==> config.mk <==
export PLATFORM = sky130hd
export DESIGN_NAME = rhd_headstage_emu_array
export DESIGN_NICKNAME = d
export VERILOG_FILES = /design/src/rtl/rhd_headstage_emu_array.sv
export SDC_FILE = /design/constraint.sdc
export NUM_CORES = 2
export LEC_CHECK = 0
export CAP_MARGIN = 0
export CORE_MARGIN = 2
export CORE_UTILIZATION = 40
export CTS_BUF_LIST = sky130_fd_sc_hd__clkbuf_8
export CTS_CLUSTER_DIAMETER = 80
export CTS_CLUSTER_SIZE = 30
export DETAILED_ROUTE_END_ITERATION = 16
export PLACE_DENSITY = 0.54
export SLEW_MARGIN = 15
export SYNTH_ARGS = -nofsm -noshare
export SYNTH_HDL_FRONTEND = slang
export SYNTH_SLANG_ARGS = --single-unit
==> constraint.sdc <==
create_clock -name clk -period 2.8 [get_ports clk]
set_input_delay 0.56 -clock clk [delete_from_list [all_inputs] [get_ports clk]]
set_output_delay 0.56 -clock clk [all_outputs]
set_load 0.02 [all_outputs]
==> src/rtl/rhd_headstage_emu_array.sv <==
// Emulates an array of Intan RHD headstage ports driven by one shared SPI master.
// Each port carries one or two dies. Every die answers a command two completed frames later.

module rhd_die #(
  parameter int NUM_CHANNELS = 32,
  parameter int SEED         = 0,
  parameter int PORT         = 0,
  parameter int DIE          = 0
) (
  input  logic        clk,
  input  logic        rst,
  input  logic        i_done,
  input  logic        i_load,
  input  logic        i_shift,
  input  logic [15:0] i_cmd,
  input  logic [1:0]  i_mode,
  input  logic [15:0] i_sweep,
  input  logic [7:0]  i_reg_rd,
  output logic        o_bit
);
  localparam logic [15:0] SEED_V    = 16'(SEED);
  localparam logic [15:0] LFSR_INIT = SEED_V | 16'h0001;
  localparam logic [7:0]  PORT_V    = 8'(PORT);

  logic [15:0] r_lfsr, r_pipe1, r_pipe2, r_out;
  logic [15:0] w_res;
  logic [7:0]  w_rd;
  logic [5:0]  w_c;
  logic        w_conv, w_fb;

  assign w_c    = i_cmd[13:8];
  assign w_conv = (i_cmd[15:14] == 2'b00);
  assign w_fb   = r_lfsr[15] ^ r_lfsr[13] ^ r_lfsr[12] ^ r_lfsr[10];

  always_comb begin
    w_res = '0;
    w_rd  = '0;
    if (w_conv) begin
      if ({26'd0, w_c} < 32'(NUM_CHANNELS)) begin
        case (i_mode)
          2'b00:   w_res = SEED_V + {10'd0, w_c} + i_sweep;
          2'b01:   w_res = r_lfsr;
          2'b10:   w_res = {PORT_V, 2'b00, w_c};
          default: w_res = '0;
        endcase
      end
    end else if (i_cmd[15:14] == 2'b10) begin
      w_res = {8'hFF, i_cmd[7:0]};
    end else if (i_cmd[15:14] == 2'b11) begin
      case (w_c)
        6'd40:   w_rd = 8'h49;
        6'd41:   w_rd = 8'h4E;
        6'd42:   w_rd = 8'h54;
        6'd43:   w_rd = 8'h41;
        6'd44:   w_rd = 8'h4E;
        6'd60:   w_rd = 8'(DIE);
        6'd63:   w_rd = 8'h01;
        default: w_rd = i_reg_rd;
      endcase
      w_res = {8'h00, w_rd};
    end
  end

  always_ff @(posedge clk) begin
    if (rst) begin
      r_lfsr  <= LFSR_INIT;
      r_pipe1 <= '0;
      r_pipe2 <= '0;
      r_out   <= '0;
    end else begin
      if (i_done) begin
        r_pipe2 <= r_pipe1;
        r_pipe1 <= w_res;
        if (w_conv) r_lfsr <= {r_lfsr[14:0], w_fb};
      end
      if (i_load)       r_out <= r_pipe2;
      else if (i_shift) r_out <= {r_out[14:0], 1'b0};
    end
  end

  assign o_bit = r_out[15];
endmodule

module rhd_headstage_emu_array #(
  parameter int NUM_PORTS    = 8,
  parameter int NUM_CHANNELS = 32,
  parameter int SEED_STRIDE  = 8,
  parameter int MISO2_MODE   = 0
) (
  input  logic                 clk,
  input  logic                 rst,
  input  logic                 MOSI,
  input  logic                 CS,
  input  logic                 SCLK,
  input  logic [1:0]           pattern_mode,
  output logic [NUM_PORTS-1:0] MISO1,
  output logic [NUM_PORTS-1:0] MISO2,
  output logic [15:0]          frame_count
);
  localparam logic [5:0] LAST_CH = 6'(NUM_CHANNELS - 1);

  logic [1:0]  r_mosi_s, r_cs_s, r_sclk_s;
  logic        r_cs_d, r_sclk_d, r_inframe;
  logic [4:0]  r_bitcnt;
  logic [15:0] r_shift, r_frame_count, r_sweep;
  logic [7:0]  r_regs [32];

  logic        w_cs, w_cs_fall, w_cs_rise, w_sclk_rise, w_sclk_fall, w_done;
  logic [5:0]  w_c;
  logic [7:0]  w_reg_rd;
  logic [NUM_PORTS-1:0] w_b1, w_b2;

  // Syncs reset low so that a CS still low after reset cannot open a frame
  always_ff @(posedge clk) begin
    if (rst) begin
      r_mosi_s <= '0;
      r_cs_s   <= '0;
      r_sclk_s <= '0;
      r_cs_d   <= 1'b0;
      r_sclk_d <= 1'b0;
    end else begin
      r_mosi_s <= {r_mosi_s[0], MOSI};
      r_cs_s   <= {r_cs_s[0], CS};
      r_sclk_s <= {r_sclk_s[0], SCLK};
      r_cs_d   <= r_cs_s[1];
      r_sclk_d <= r_sclk_s[1];
    end
  end

  assign w_cs        = r_cs_s[1];
  assign w_cs_fall   = ~w_cs & r_cs_d;
  assign w_cs_rise   = w_cs & ~r_cs_d;
  assign w_sclk_rise = r_sclk_s[1] & ~r_sclk_d & ~w_cs & r_inframe;
  assign w_sclk_fall = ~r_sclk_s[1] & r_sclk_d & ~w_cs & r_inframe;
  assign w_done      = w_cs_rise & r_inframe & (r_bitcnt == 5'd16);
  assign w_c         = r_shift[13:8];
  assign w_reg_rd    = (w_c <= 6'd21) ? r_regs[w_c[4:0]] : 8'h00;

  always_ff @(posedge clk) begin
    if (rst) begin
      r_inframe     <= 1'b0;
      r_bitcnt      <= '0;
      r_shift       <= '0;
      r_frame_count <= '0;
      r_sweep       <= '0;
      for (int i = 0; i < 32; i++) r_regs[i] <= '0;
    end else begin
      if (w_cs_fall) begin
        r_inframe <= 1'b1;
        r_bitcnt  <= '0;
      end else if (w_cs_rise) begin
        r_inframe <= 1'b0;
      end else if (w_sclk_rise) begin
        r_shift <= {r_shift[14:0], r_mosi_s[1]};
        if (r_bitcnt != 5'd16) r_bitcnt <= r_bitcnt + 5'd1;
      end
      if (w_done) begin
        r_frame_count <= r_frame_count + 16'd1;
        if (r_shift == 16'h6A00)
          r_sweep <= '0;
        else if (r_shift[15:14] == 2'b00 && w_c == LAST_CH)
          r_sweep <= r_sweep + 16'd1;
        if (r_shift[15:14] == 2'b10 && w_c <= 6'd21)
          r_regs[w_c[4:0]] <= r_shift[7:0];
      end
    end
  end

  for (genvar p = 0; p < NUM_PORTS; p++) begin : g_port
    rhd_die #(.NUM_CHANNELS(NUM_CHANNELS), .SEED(p*SEED_STRIDE), .PORT(p), .DIE(0)) u_die1 (
      .clk(clk), .rst(rst), .i_done(w_done), .i_load(w_cs_fall), .i_shift(w_sclk_fall),
      .i_cmd(r_shift), .i_mode(pattern_mode), .i_sweep(r_sweep), .i_reg_rd(w_reg_rd),
      .o_bit(w_b1[p])
    );
    if (MISO2_MODE == 1) begin : g_die2
      rhd_die #(.NUM_CHANNELS(NUM_CHANNELS), .SEED((p+NUM_PORTS)*SEED_STRIDE), .PORT(p), .DIE(1)) u_die2 (
        .clk(clk), .rst(rst), .i_done(w_done), .i_load(w_cs_fall), .i_shift(w_sclk_fall),
        .i_cmd(r_shift), .i_mode(pattern_mode), .i_sweep(r_sweep), .i_reg_rd(w_reg_rd),
        .o_bit(w_b2[p])
      );
    end else begin : g_inv
      assign w_b2[p] = ~w_b1[p];
    end
  end

  assign MISO1       = {NUM_PORTS{r_inframe}} & w_b1;
  assign MISO2       = {NUM_PORTS{r_inframe}} & w_b2;
  assign frame_count = r_frame_count;
endmodule
# Word-level counts from Yosys, hierarchy flattened
# Memory sizes are Yosys's and may differ from the RTL's. A register that Yosys moved wholly into a read port is not among the register bits.
# Cells that the tools add are included.
# word_totals
register_bits,574
mem_bits_rw,256
out_inout_bits,32
memories,1
# mem_list
memory,words,width,rd,rd_ports_with_merged_regs,write_ports,line,source
r_regs,32,8,1,1,32,106,logic [7:0] r_regs [32];
# classes
n_addsub,18
order_cmp,2
n_eq_ne,15
muxes,59
n_bitwise,50
n_reduce_logical,14
# ops
op,n
two-way mux 16 bit,35
case mux 16 bit (3 select lines),8
adder 16 bit,7
case mux 8 bit (6 select lines),1
"equality test 6 bit, second input constant",7
"adder 16 x 1 -> 16 bit, second input constant",2
"adder 6 x 6 -> 7 bit, first input constant",4
two-way mux 8 bit,3
XOR 1 bit,24
adder 6 x 16 -> 16 bit,1
AND 8 bit,2
"equality test 16 x 15 -> 1 bit, second input constant",1
two-way mux 5 bit,3
"adder 5 x 6 -> 7 bit, first input constant",2
NOT 1 bit,14
AND 1 bit,10
two-way mux 1 bit,9
OR reduction 8 bit,1
"adder 4 x 6 -> 7 bit, first input constant",1
"equality test 2 bit, second input constant",3
"equality test 6 x 5 -> 1 bit, second input constant",1
"less-or-equal comparator 6 x 5 -> 1 bit, second input constant",1
"less-than comparator 6 bit, second input constant",1
AND reduction 3 bit,2
9 further kinds,15

# Depth between registers and ports, before layout
# depth
depth_word,9
ltp_mapped,12

# Cells and area by module
# Synthesis repeated with hierarchy kept, for this count alone.
# hier_totals
cells_unflattened,4697
area_unflattened_um2,43785.7
# modules_own_cells
module,instances,cells_each,area_each_um2,seq_area_each_um2
rhd_headstage_emu_array,1,1047,14650.3,9028.7
rhd_die at g_port[3].u_die1,1,471,3703.6,1281.2
rhd_die at g_port[5].u_die1,1,457,3697.3,1281.2
rhd_die at g_port[4].u_die1,1,452,3663.5,1281.2
rhd_die at g_port[1].u_die1,1,467,3651.0,1281.2
rhd_die at g_port[2].u_die1,1,450,3642.2,1281.2
rhd_die at g_port[7].u_die1,1,456,3629.7,1281.2
rhd_die at g_port[6].u_die1,1,446,3607.2,1281.2
rhd_die at g_port[0].u_die1,1,451,3540.9,1281.2

# Worst setup path before layout
# OpenSTA, ideal clock, no wires.
# synth_timing
kind,register to register
from,reg r_shift[11]
to,reg g_port[3].u_die1.r_pipe1[9]
arrival_ps,2928
required_ps,2705
path_slack_ps,-223
stages_incl_launch_ff,12
n_path_buf,1
synth_period_minus_slack_ps,3023
path_cell_list,dfxtp_1 > clkbuf_1 > inv_1 > ha_1 > inv_1 > ha_1 > and3_1 > a221oi_1 > o21a_1 > nor2_1 > xnor2_1 > a221oi_1
# synth_via
elab_chain_cells,5
elab_cells_between_ends,6
cone_classes,add/sub: 2; order compare: 1; mux: 3
# synth_rtl
item,line,source
"start, declared",105,"logic [15:0] r_shift, r_frame_count, r_sweep;"
"start signal, assigned",154,"r_shift <= {r_shift[14:0], r_mosi_s[1]};"
adder 5 x 6 -> 7 bit,41,"2'b00: w_res = SEED_V + {10'd0, w_c} + i_sweep;"
adder 16 bit,41,
case mux 16 bit (3 select lines),40,case (i_mode)
two-way mux 16 bit *,39,"if ({26'd0, w_c} < 32'(NUM_CHANNELS)) begin"
two-way mux 16 bit *,38,if (w_conv) begin
"end signal, assigned",73,r_pipe1 <= w_res;
"end, declared",25,"logic [15:0] r_lfsr, r_pipe1, r_pipe2, r_out;"
# Every way passes the cells marked *; elsewhere a longest branch is shown, timed or not.
# A chain may end at the register's enable or synchronous reset.

# Final worst setup path
# layout_timing
from,reg r_bitcnt[1]
to,reg g_port[5].u_die1.r_pipe1[10]
# layout_via
elab_chain_cells,2
# layout_rtl
item,line,source
"start, declared",104,logic [4:0] r_bitcnt;
"start signal, assigned",155,if (r_bitcnt != 5'd16) r_bitcnt <= r_bitcnt + 5'd1;
equality test 5 bit,135,assign w_done = w_cs_rise & r_inframe & (r_bitcnt == 5'd16);
AND 1 bit,135,
"end signal, assigned",73,
"end, declared",25,
# Every way passes these cells.

==> flow_summary_export.csv <==
group,metric,value,unit
worst_setup_path,crit_type,"register to register",
clock_network,clock_sinks,835,
drt,drcViolationCount,0,
global_routing,track_usage,22.8,%
clock_network,cts_buffer_depth,3,
floorplan,start_util,40.3,%
synthesis,yosysTopAreaCell,"dfxtp_1",
floorplan,die_area,98300,um^2
synthesis,synth_area_leaders,"dfxtp_1 (30%), edfxtp_1 (20%), a21oi_1 (6.4%)",
final_layout,multi_input_area,17800,um^2
place,place.gp.congestion,0.931,
floorplan,die_h,314,um
worst_setup_path,worst_r2r_path_depth,8,
timing,tns,0,ns
timing,relSlewSlack,39.7,%
clock_network,clock_latency,0.78,ns
timing,grt_setup_unrepaired,"yes",
drt,vias_per_cell,5.40,
worst_setup_path,startpoint_type,"register",
drt,dr.pass1.iters,7,
synthesis,synth_edf_count,256,
synthesis,synth-seq-cells,835,
worst_setup_path,arrival,3.28,ns
synthesis,synth_compound_area_share,13.8,%
synthesis,syn_inst,4136,
global_routing,grt_max_degree,179,
timing,worstMarginPinSlew,0.905,ns
clock_network,cts.htree.levels,2,
drt,routed.top_layer,"met4",
drt,route.met2.wl,52000,um
global_routing,grt_overflow,0,
clock_network,cts_tree,"built",
synthesis,async_flop_share,0,%
drt,wirelength,114000,um
min_path,hp-class,"input pin to register",
timing,setup_violations,0,
final_layout,drive_above_1_share,12.2,%
run_status,outcome,"finished clean",
synthesis,synthXorXnorAreaFrac,2.54,%
worst_setup_path,slowest_stage,"nor2_1",
final_layout,final-seq-area,19300,um^2
drt,routed-wl-met3,4710,um
drt,drt-met1-wl,53100,um
place,dpl.hpwl,77300,um
timing,period_share,95.9,%
timing,finalHoldViolCount,0,
worst_setup_path,cpPeakStageDelay,0.69,ns
synthesis,synth_top_family_by_area,"simple AND/OR/NAND/NOR gates",
power,p_leak,15.0,nW
synthesis,yosys-mux-area-fraction,8.01,%
timing,fmax,372,MHz
timing,post-route-min-period,2.68,ns
floorplan,die_w,314,um
drt,vias,29500,
timing,finClkSkew,0.0864,ns
clock_network,cts_buffers,45,
timing,drv_slew,0,
global_routing,grt_pass1_wl,174000,um
synthesis,yosys_warnings,0,
floorplan,io_pins,39,
floorplan,core_area,95000,um^2
worst_setup_path,cp_cell_sequence,"inv_1 -> ha_1 -> and4bb_2 -> buf_4 -> and2_4 -> nand2_2 -> nor2_1 -> a221oi_1",
drt,avgRoutedWirePerCell,20.8,um
drt,drt_iter0_drc,2439,
synthesis,synth_commonest_cells,"nand2_1 (599), dfxtp_1 (579), nor2_1 (506), a21oi_1 (491), edfxtp_1 (256)",
synthesis,synth_top_area_share,30.2,%
worst_setup_path,critPathMaxFanout,14,
floorplan,placement_rows,113,
synthesis,postSynthAreaPerCell,9.26,um^2
final_layout,fill_cells,9323,
synthesis,syn-cell-area,38300,um^2
place,io_buffers,38,
power,power,19.9,mW
drt,ant_nets,0,
final_layout,nets,4210,
worst_setup_path,cp-end-kind,"register",
power,peakVddDrop,0.510,mV
clock_network,clkTransAtPathRegs,0.18,ns
synthesis,syn_nets,4184,
clock_network,root_buffer,"clkbuf_8",
global_routing,antenna_found_initial,3,
global_routing,grt_pass1_vias,27900,
synthesis,ys_seq_area_share,50.3,%
power,powerDensity,464,nW/um^2
clock_network,postCtsHoldBufs,0,
synthesis,synth.distinct_cells,87,
synthesis,synth-simple-area-share,20.2,%
min_path,whs_path_depth,3,
final_layout,area_growth_syn_to_layout,11.9,%
synthesis,synthAdderAreaFrac,1.36,%
flow_run,cap_violations,0,
worst_setup_path,required,3.40,ns
synthesis,synth_top_flop_cell,"dfxtp_1",
synthesis,yosysMostFrequentCell,"nand2_1",
[power by group]
group,switching [mW],internal (mW)
Sequential,0.0426,12.6
Clock,4.48,2.19
Combinational,0.438,0.184
[sequential cells by signal, summed over array words and instances (netlist names), named ones only]
register and flops:
r_regs 256, g_port.u_die1.r_lfsr 128, g_port.u_die1.r_out 128, g_port.u_die1.r_pipe1 128, g_port.u_die1.r_pipe2 128, frame_count 16, r_shift 16, r_sweep 16
r_bitcnt 5, r_cs_s 2, r_mosi_s 2, r_sclk_s 2, r_cs_d 1, r_inframe 1, r_sclk_d 1
[cell type report]
| type | count | area share, % |
|---|---|---|
| Timing Repair Buffer | 300 | 6.68 |
| Sequential cell | 835 | 45.0 |
| Tap cell | 1265 | 3.69 |
| Inverter | 37 | 0.324 |
| Clock inverter | 34 | 1.18 |
| Multi-Input combinational cell | 2943 | 41.6 |
| Clock buffer | 47 | 1.51 |
| Antenna cell | 1 | 0.00584 |
[critical path: cells and delay by family (launching register included)]
| kind | cells | cell delay, ns |
|---|---|---|
| AOI/OAI and AO/OA | 1 | 0.20 |
| adders and majority gates | 1 | 0.13 |
| buffers and inverters | 2 | 0.23 |
| DFF | 1 | 0.37 |
| and+or+nand+nor | 4 | 1.54 |
[worst paths after layout]
check | start | end | slack (ns)
max | r_bitcnt[1] | g_port[5].u_die1.r_pipe1[10] | 0.12
min | rst | g_port[2].u_die1.r_out[4] | 0.27
max reg2reg | r_bitcnt[1] | g_port[5].u_die1.r_pipe1[10] | 0.12
min reg2reg | g_port[2].u_die1.r_pipe1[8] | g_port[2].u_die1.r_pipe2[8] | 0.43
[routing by layer]
layer	track usage, %	vias to the layer above
met4	7.72	0
met5	0	-
li1	-	14400
met3	2.31	173
met1	32.1	14200
met2	36.6	694
[cell usage in the layout (no fill, tap or decap), types with 35 or more instances in the layout]
cell	instances
xnor2_1	67
and2_1	248
clkbuf_8	47
o21ai_0	77
dfxtp_1	573
a21oi_1	489
mux2i_1	176
nor3_1	73
nor2_1	503
a211o_1	35
nand2_1	596
edfxtp_1	256
a211oi_1	69
mux4_2	54
xor2_1	43
buf_4	220
buf_12	40
[logic make-up (layout without fill, tap and decap cells)]
kind of cell,after synthesis,count (layout)
flip-flops,835,835
adder cells (fa/ha/maj),41,41
AO/OA/AOI/OAI,867,867
XOR/XNOR,111,111
other,0,1
buffers and inverters,358,418
multiplexers,238,238
AND/OR/NAND/NOR,1686,1686
[timing repair]
action                     4_1_cts  5_1_grt
hold endpoints to repair         0        0
setup buffers                    1        4
resized for setup                1       46
setup endpoints to repair        8      187
pin swaps                        1        3
[stage by stage]
step / area [um^2] / worst slack (ns) / util [%] / cells / hold WS (ns)
2_1_floorplan: 38400 / -0.0204 / - / 4136 / 0.414
3_3_place_gp: 41500 / -0.0949 / 43.7 / 5375 / 0.439
3_5_place_dp: 41500 / -0.193 / 43.7 / 5375 / 0.435
4_1_cts: 42700 / 0.0510 / 44.9 / 5457 / 0.202
5_1_grt: 42900 / -0.0208 / 45.1 / 5462 / 0.214
6_report: 42900 / 0.115 / 45.1 / 5462 / 0.268
No activity file was read; power rests on OpenSTA's default activity.
